==> config.mk <==
export PLATFORM = sky130hd
export DESIGN_NAME = pov_column_scanner_flat
export DESIGN_NICKNAME = d
export VERILOG_FILES = /design/src/rtl/pov_column_scanner_if.sv /design/src/rtl/pov_column_scanner.sv /design/src/flat_wrapper.sv
export SDC_FILE = /design/constraint.sdc
export NUM_CORES = 1
export LEC_CHECK = 0
export ABC_AREA = 1
export CAP_MARGIN = 20
export CELL_PAD_IN_SITES_DETAIL_PLACEMENT = 1
export CELL_PAD_IN_SITES_GLOBAL_PLACEMENT = 1
export CORE_MARGIN = 10
export CORE_UTILIZATION = 30
export DETAILED_ROUTE_END_ITERATION = 8
export PLACE_DENSITY = 0.55
export RECOVER_POWER = 100
export SYNTH_ARGS = -nofsm -noshare
export SYNTH_HDL_FRONTEND = slang
export SYNTH_SLANG_ARGS = --single-unit
==> constraint.sdc <==
create_clock -name clk -period 2.67 [get_ports clk]
set_clock_uncertainty 0.2 [all_clocks]
set_input_delay 0.267 -clock clk [delete_from_list [all_inputs] [get_ports clk]]
set_output_delay 0.267 -clock clk [all_outputs]
set_load 0.05 [all_outputs]
==> src/rtl/pov_column_scanner_if.sv <==
// Column write port and LED-side outputs of the POV column scanner.
// loop_en exists only when POV_LOOP_EN is defined.
interface pov_column_scanner_if #(
  parameter int ROWS  = 8,
  parameter int DEPTH = 16
);
  logic [ROWS-1:0]              input_pattern;
  logic                         glyph_end;
  logic                         col_valid;
  logic                         col_ready;
  logic [ROWS-1:0]              leds;
  logic                         col_strobe;
  logic                         busy;
  logic                         underflow;
  logic [$clog2(DEPTH+1)-1:0]   count;
`ifdef POV_LOOP_EN
  logic                         loop_en;

  modport master (
    output input_pattern, glyph_end, col_valid, loop_en,
    input  col_ready, leds, col_strobe, busy, underflow, count
  );

  modport slave (
    input  input_pattern, glyph_end, col_valid, loop_en,
    output col_ready, leds, col_strobe, busy, underflow, count
  );
`else
  modport master (
    output input_pattern, glyph_end, col_valid,
    input  col_ready, leds, col_strobe, busy, underflow, count
  );

  modport slave (
    input  input_pattern, glyph_end, col_valid,
    output col_ready, leds, col_strobe, busy, underflow, count
  );
`endif
endinterface

==> src/rtl/pov_column_scanner.sv <==
// Column FIFO plus tick-paced display FSM driving the LED rows of a POV stick.
// Define POV_LOOP_EN to add loop_en: the stored message then repeats instead of draining.
module pov_column_scanner #(
  parameter int ROWS      = 8,
  parameter int DEPTH     = 16,
  parameter int COL_TICKS = 4,
  parameter int GAP_COLS  = 1
) (
  input  logic                 clk,
  input  logic                 reset,
  pov_column_scanner_if.slave  col_if
);

  localparam int AW = $clog2(DEPTH);
  localparam int CW = $clog2(DEPTH + 1);
  localparam int PW = (COL_TICKS > 1) ? $clog2(COL_TICKS) : 1;
  localparam int GW = (GAP_COLS > 1) ? $clog2(GAP_COLS) : 1;

  generate
    if (DEPTH < 2 || (DEPTH & (DEPTH - 1)) != 0) begin : g_bad_depth
      $error("pov_column_scanner: DEPTH must be a power of two >= 2");
    end
    if (COL_TICKS < 1) begin : g_bad_ticks
      $error("pov_column_scanner: COL_TICKS must be >= 1");
    end
  endgenerate

  typedef enum logic [1:0] {
    IDLE = 2'd0,
    SHOW = 2'd1,
    GAP  = 2'd2
  } state_e;

  typedef struct packed {
    logic            glyph_end;
    logic [ROWS-1:0] pattern;
  } column_t;

  column_t         mem_q [DEPTH];
  logic [AW-1:0]   wr_ptr_q, wr_ptr_d;
  logic [AW-1:0]   rd_ptr_q, rd_ptr_d;
  logic [CW-1:0]   count_q, count_d;
  logic [PW-1:0]   presc_q;

  state_e          state_q;
  logic [ROWS-1:0] leds_q;
  logic            shown_end_q;
  logic [GW-1:0]   gap_cnt_q;
  logic            underflow_q;
  logic            strobe_q;
  logic            busy_q;

  logic            tick;
  logic            empty;
  logic            full;
  logic            push;
  logic            fetch;
  logic            free;
  logic            loop_active;
  logic            loop_fall;
  logic [AW-1:0]   fetch_ptr;
  column_t         fetch_col;

  assign tick  = (presc_q == PW'(COL_TICKS - 1));
  assign empty = (count_q == '0);
  assign full  = (count_q == CW'(DEPTH));
  assign push  = col_if.col_valid && !full;

  // Free-running column-period prescaler; phase restarts only on reset.
  always_ff @(posedge clk) begin
    if (reset) begin
      presc_q <= '0;
    end else if (tick) begin
      presc_q <= '0;
    end else begin
      presc_q <= presc_q + 1'b1;
    end
  end

  // NOTE: every signal written here gets a default first so no latch is inferred.
  always_comb begin
    fetch = 1'b0;
    if (tick && !empty) begin
      case (state_q)
        IDLE:    fetch = 1'b1;
        SHOW:    fetch = !(shown_end_q && (GAP_COLS > 0));
        GAP:     fetch = (gap_cnt_q == '0);
        default: fetch = 1'b0;
      endcase
    end
  end

`ifdef POV_LOOP_EN
  logic          loop_q;
  logic [AW-1:0] disp_ptr_q, disp_ptr_d;
  logic [AW-1:0] disp_next;

  assign loop_active = col_if.loop_en;
  assign loop_fall   = loop_q && !col_if.loop_en;
  assign free        = fetch && !col_if.loop_en;
  assign fetch_ptr   = col_if.loop_en ? disp_ptr_q : rd_ptr_q;
  assign disp_next   = disp_ptr_q + 1'b1;

  // While looping the display pointer replays rd_ptr..wr_ptr-1; otherwise it shadows rd_ptr.
  always_comb begin
    disp_ptr_d = rd_ptr_d;
    if (col_if.loop_en && !loop_fall) begin
      disp_ptr_d = disp_ptr_q;
      if (fetch) begin
        disp_ptr_d = (disp_next == wr_ptr_q) ? rd_ptr_q : disp_next;
      end
    end
  end

  always_ff @(posedge clk) begin
    if (reset) begin
      loop_q     <= 1'b0;
      disp_ptr_q <= '0;
    end else begin
      loop_q     <= col_if.loop_en;
      disp_ptr_q <= disp_ptr_d;
    end
  end
`else
  assign loop_active = 1'b0;
  assign loop_fall   = 1'b0;
  assign free        = fetch;
  assign fetch_ptr   = rd_ptr_q;
`endif

  assign fetch_col = mem_q[fetch_ptr];

  always_comb begin
    wr_ptr_d = wr_ptr_q;
    rd_ptr_d = rd_ptr_q;
    count_d  = count_q;
    if (push) wr_ptr_d = wr_ptr_q + 1'b1;
    if (free) rd_ptr_d = rd_ptr_q + 1'b1;
    case ({push, free})
      2'b10:   count_d = count_q + 1'b1;
      2'b01:   count_d = count_q - 1'b1;
      default: count_d = count_q;
    endcase
    // Leaving loop mode discards everything, including a same-cycle write.
    if (loop_fall) begin
      rd_ptr_d = wr_ptr_d;
      count_d  = '0;
    end
  end

  // NOTE: storage is not reset; entries are only ever read behind a valid count.
  always_ff @(posedge clk) begin
    if (push) begin
      mem_q[wr_ptr_q] <= column_t'{glyph_end: col_if.glyph_end, pattern: col_if.input_pattern};
    end
  end

  // NOTE: sequential state uses non-blocking assignments only, so every reader sees pre-edge values.
  always_ff @(posedge clk) begin
    if (reset) begin
      wr_ptr_q <= '0;
      rd_ptr_q <= '0;
      count_q  <= '0;
    end else begin
      wr_ptr_q <= wr_ptr_d;
      rd_ptr_q <= rd_ptr_d;
      count_q  <= count_d;
    end
  end

  always_ff @(posedge clk) begin
    if (reset) begin
      state_q     <= IDLE;
      leds_q      <= '0;
      shown_end_q <= 1'b0;
      gap_cnt_q   <= '0;
      underflow_q <= 1'b0;
      strobe_q    <= 1'b0;
      busy_q      <= 1'b0;
    end else begin
      strobe_q <= tick;
      if (loop_fall) begin
        state_q <= IDLE;
        leds_q  <= '0;
        busy_q  <= 1'b0;
      end else if (tick) begin
        if (fetch) begin
          state_q     <= SHOW;
          leds_q      <= fetch_col.pattern;
          shown_end_q <= fetch_col.glyph_end;
          busy_q      <= 1'b1;
        end else begin
          case (state_q)
            SHOW: begin
              leds_q <= '0;
              if (shown_end_q && (GAP_COLS > 0)) begin
                state_q   <= GAP;
                gap_cnt_q <= GW'(GAP_COLS - 1);
              end else begin
                state_q <= IDLE;
                busy_q  <= 1'b0;
                if (!loop_active) underflow_q <= 1'b1;
              end
            end
            GAP: begin
              if (gap_cnt_q != '0) begin
                gap_cnt_q <= gap_cnt_q - 1'b1;
              end else begin
                state_q <= IDLE;
                busy_q  <= 1'b0;
              end
            end
            default: begin
              state_q <= IDLE;
              leds_q  <= '0;
              busy_q  <= 1'b0;
            end
          endcase
        end
      end
    end
  end

  assign col_if.col_ready  = !full;
  assign col_if.leds       = leds_q;
  assign col_if.col_strobe = strobe_q;
  assign col_if.busy       = busy_q;
  assign col_if.underflow  = underflow_q;
  assign col_if.count      = count_q;

endmodule

==> src/flat_wrapper.sv <==
// flat-port wrapper written by rule: the top's interface ports become plain ports
module pov_column_scanner_flat 
#(
  parameter int ROWS      = 8,
  parameter int DEPTH     = 16,
  parameter int COL_TICKS = 4,
  parameter int GAP_COLS  = 1
)
  (clk, reset, col_if_input_pattern, col_if_glyph_end, col_if_col_valid, col_if_col_ready, col_if_leds, col_if_col_strobe, col_if_busy, col_if_underflow, col_if_count);
  pov_column_scanner_if #(.ROWS(ROWS), .DEPTH(DEPTH)) col_if_i ();
  input  logic clk;
  input  logic reset;
  input wire logic [$bits(col_if_i.input_pattern)-1:0] col_if_input_pattern;
  input wire logic [$bits(col_if_i.glyph_end)-1:0] col_if_glyph_end;
  input wire logic [$bits(col_if_i.col_valid)-1:0] col_if_col_valid;
  output wire logic [$bits(col_if_i.col_ready)-1:0] col_if_col_ready;
  output wire logic [$bits(col_if_i.leds)-1:0] col_if_leds;
  output wire logic [$bits(col_if_i.col_strobe)-1:0] col_if_col_strobe;
  output wire logic [$bits(col_if_i.busy)-1:0] col_if_busy;
  output wire logic [$bits(col_if_i.underflow)-1:0] col_if_underflow;
  output wire logic [$bits(col_if_i.count)-1:0] col_if_count;
  assign col_if_i.input_pattern = col_if_input_pattern;
  assign col_if_i.glyph_end = col_if_glyph_end;
  assign col_if_i.col_valid = col_if_col_valid;
  assign col_if_col_ready = col_if_i.col_ready;
  assign col_if_leds = col_if_i.leds;
  assign col_if_col_strobe = col_if_i.col_strobe;
  assign col_if_busy = col_if_i.busy;
  assign col_if_underflow = col_if_i.underflow;
  assign col_if_count = col_if_i.count;
  pov_column_scanner #(.ROWS(ROWS), .DEPTH(DEPTH), .COL_TICKS(COL_TICKS), .GAP_COLS(GAP_COLS)) u_core (.clk(clk), .reset(reset), .col_if(col_if_i));
endmodule
==> qor.txt, run 1 <==
RUN STATUS
--------------------------------------------------------------------------------------------------------
Outcome                                                                                     complete, no violations

CRITICAL PATH
--------------------------------------------------------------------------------------------------------
Highest net fanout along the worst path                                                                6
CP startpoint kind                                                                              register
Cell mode on critical path                                                                       nand2_1
Cells along the critical path                                                               ha_2 -> inv_1 -> o21ai_1 -> nand2_2 -> inv_2 -> ha_4 -> xor2_2 -> ha_2 -> inv_1 -> nand2_1 -> nand3_1 -> nand2_1 -> nand2_1 -> nand2_1 -> nand2_1 -> a21oi_1
Worst Path Required                                                                              2.82 ns
RR Endpoint                                                                                 u_core.col_if.count[4]
Library cell contributing the largest single delay on the critical path                          dfxtp_1
Launching instance or port of the critical path                                             u_core.presc_q[0]
Kind of end point of the critical path                                                          register
Worst r2r src                                                                               u_core.presc_q[0]
CP max stage delay                                                                               0.34 ns
Register-to-Register Path Depth                                                                       16
Stages on the worst setup path                                                                        16
Worst Path Buf+Inv                                                                                     3
Setup CP Type                                                                               register to register
Signal arrival time at the worst endpoint                                                        2.57 ns
Category of cells accounting for the largest share of critical-path delay                    adder cells
Minimum setup slack among reg-to-reg paths                                                       0.25 ns

STA
--------------------------------------------------------------------------------------------------------
Final Max Tran Viols                                                                                   0
RSZ-0062 raised after global routing                                                                  no
Worst relative slew slack                                                                          36.2%
Worst Hold Slack                                                                                0.235 ns
Total Negative Setup Slacks                                                                         0 ns
Post-route clock period utilization                                                                90.8%
Minimum clock period                                                                             2.42 ns
Actual transition at the worst max-transition pin                                               0.957 ns
Count of final setup violators                                                                         0
Maximum achievable frequency                                                                     412 MHz
Hold Vio Cnt, Final                                                                                    0

FLOORPLAN
--------------------------------------------------------------------------------------------------------
Core outline area                                                                            0.0235 mm^2
Die W                                                                                             175 um
Initial core utilization                                                                           30.6%
Area of the die                                                                              0.0306 mm^2
Die boundary height                                                                               175 um
Site Rows                                                                                             56
Boundary Pins                                                                                         29

LAYOUT
--------------------------------------------------------------------------------------------------------
Signed area change from the synthesized netlist to the final layout                                17.7%
Final net count                                                                                      717
Fill cell total of the finished layout                                                              2636
Share of post-route cells with drive strength above 1                                              7.90%
Number of non-filler instances in the completed layout                                              1028
Layout Utilization                                                                                 36.0%
Number of diodes added for antenna fixing                                                              0
Commonest cells after routing, fill and taps aside                                          nand2_1 (176), edfxtp_1 (144), nand3_1 (134)
Most common cell after layout, fill and taps aside                                               nand2_1

CLOCK NETWORK
--------------------------------------------------------------------------------------------------------
Post-CTS clock slew at the launch and capture registers of the worst setup and hold paths        0.06 ns
Clk_lat worst skew                                                                               0.43 ns
Number of hold buffers added after CTS                                                                 0
H-tree level count                                                                                     4
Total number of clock tree sinks                                                                     177
Number of buffers on the longest clock path                                                            2
Number of instances resized during post-cts repair                                                     0
TritonCTS clock tree                                                                                 yes
Post-CTS Setup Inserts                                                                                 0
Inserted Clock Buffers                                                                                17
Cell at the root of the clock tree                                                             clkbuf_16

PLACE
--------------------------------------------------------------------------------------------------------
Port Buf Inserts                                                                                      28
Final weighted congestion of routability-driven global placement                                   0.775
Number of placed instances with taps included                                                        996
Detailed placer's ending HPWL                                                                   12600 um

DRT
--------------------------------------------------------------------------------------------------------
Wire per inst                                                                                    18.8 um
Final ANT Viol Nets                                                                                    0
Vias per inst                                                                                       4.70
Detailed-route via count                                                                            4829
Initial DRC Count                                                                                    260
Final routed wirelength across all metal layers                                                 19300 um
Length of the first detailed-routing pass in iterations                                                4
Remaining design rule violation count                                                                  0

POWER
--------------------------------------------------------------------------------------------------------
Highest ir drop seen on vdd                                                                     0.456 mV
Leakage                                                                                       0.00305 uW
Total power after layout                                                                         6320 uW
Power Dens Cells                                                                             746 mW/mm^2

HOLD PATH
--------------------------------------------------------------------------------------------------------
Hold WC Path Type                                                                           register to register
Hold Crit Endpoint                                                                          u_core.presc_q[0]
Worst hold stages                                                                                      1
Hold path startpoint                                                                        u_core.presc_q[0]

GLOBAL ROUTE
--------------------------------------------------------------------------------------------------------
Antenna violations before repair                                                                       1
Total grt overflow                                                                                     0
Via count of the first global-routing pass                                                          5151
Aggregate global-route resource usage                                                              12.9%
Largest net degree at the start of global routing                                                     76
Wire length of the first global-routing pass                                                    30400 um

SYNTH
--------------------------------------------------------------------------------------------------------
Number of synthesized flops with an enable pin                                                       144
Synthesized net count                                                                                674
Yosys warnings                                                                                         0
Synthesized area                                                                            0.00721 mm^2
Distinct cell type count after synthesis                                                              28
FF+latch count, synth                                                                                177
Mean instance size in the synthesized netlist                                                  11.0 um^2
Fraction of the yosys area taken by sequential cells                                               69.2%
Async set or reset register ratio after synthesis                                                     0%
Number of instances in the synthesized netlist                                                       653
Most used flip-flop cell after synthesis                                                        edfxtp_1

JOB
--------------------------------------------------------------------------------------------------------
Max-cap violations                                                                                     0

Yosys cell counts, types with 6 or more instances:
library cell / count / area [um^2]
edfxtp_1: 144 / 4320
o21ai_0: 11 / 55.1
nand2_1: 174 / 653
nor2_1: 38 / 143
a21oi_1: 22 / 110
buf_2: 9 / 45.0
ha_1: 9 / 113
dfxtp_1: 33 / 661
inv_1: 27 / 101
nand3_1: 134 / 671
clkbuf_1: 11 / 41.3
buf_6: 6 / 67.6
metal layers:
layer  GRT usage [%]  wire length (um)
met1            16.2              8680
met2            21.8              9680
met3            2.46               721
met4            3.99               244
met5               0                 0
power breakdown:
part           switching, uW  total (uW)  internal (uW)
Clock                   1060        2470           1410
Sequential              44.6        3100           3060
Combinational            542         756            214
Total                   1650        6320           4680
kinds of logic after synthesis:
| logic type | share of synthesized area [%] |
|---|---|
| DFF | 69.2 |
| AOI/OAI and AO/OA | 3.39 |
| adders and majority gates | 1.56 |
| xor gates and xnor gates | 0.608 |
| buffers and inverters | 4.32 |
| and+or+nand+nor | 20.9 |
through the flow:
step | worst slack, ns | cell area, um^2
2_1_floorplan | -0.134 | 7240
3_3_place_gp | 0.287 | 7950
3_5_place_dp | 0.191 | 7950
6_report | 0.245 | 8480
4_1_cts | 0.156 | 8540
5_1_grt | 0.0135 | 8480
area by class of cell:
class                      instances  area (um^2)  share of cell area [%]
multi-input combinational        412         1930                    22.8
tap                              319          399                    4.71
clock inverter                    10         96.3                    1.14
sequential                       177         5000                    59.0
timing repair buffer              54          437                    5.15
inverter                          34          128                    1.51
clock buffer                      22          487                    5.74
flip-flops by register name, indices dropped and copies added (netlist names), 2 cells and up, named ones only:
register             cells
u_core.mem_q           144
u_core.col_if.leds       8
u_core.col_if.count      5
u_core.fetch_ptr         4
u_core.wr_ptr_q          4
u_core.presc_q           2
u_core.state_q           2
how the worst max path moves through the flow:
stage / to / slack (ns)
finish: u_core.col_if.count[4] / 0.25
global route: u_core.col_if.count[4] / 0.01
CTS: u_core.col_if.count[4] / 0.16
detailed placement: u_core.col_if.count[4] / 0.19
global placement: u_core.col_if.count[4] / 0.29
floorplan: u_core.col_if.count[4] / -0.13
Power figures use the tool's default switching activity.
==> run 2: changes to the inputs <==
Settings changed: CAP_MARGIN 20 to 15.
==> results of run 2 <==
Same layout as run 1: the final DEF is identical, and so are final timing and power.
==> run 3: changes to the inputs <==
Settings changed: SLEW_MARGIN from default to 20.
==> results of run 3 <==
Same layout as run 1: the final DEF is identical, and so are final timing and power.
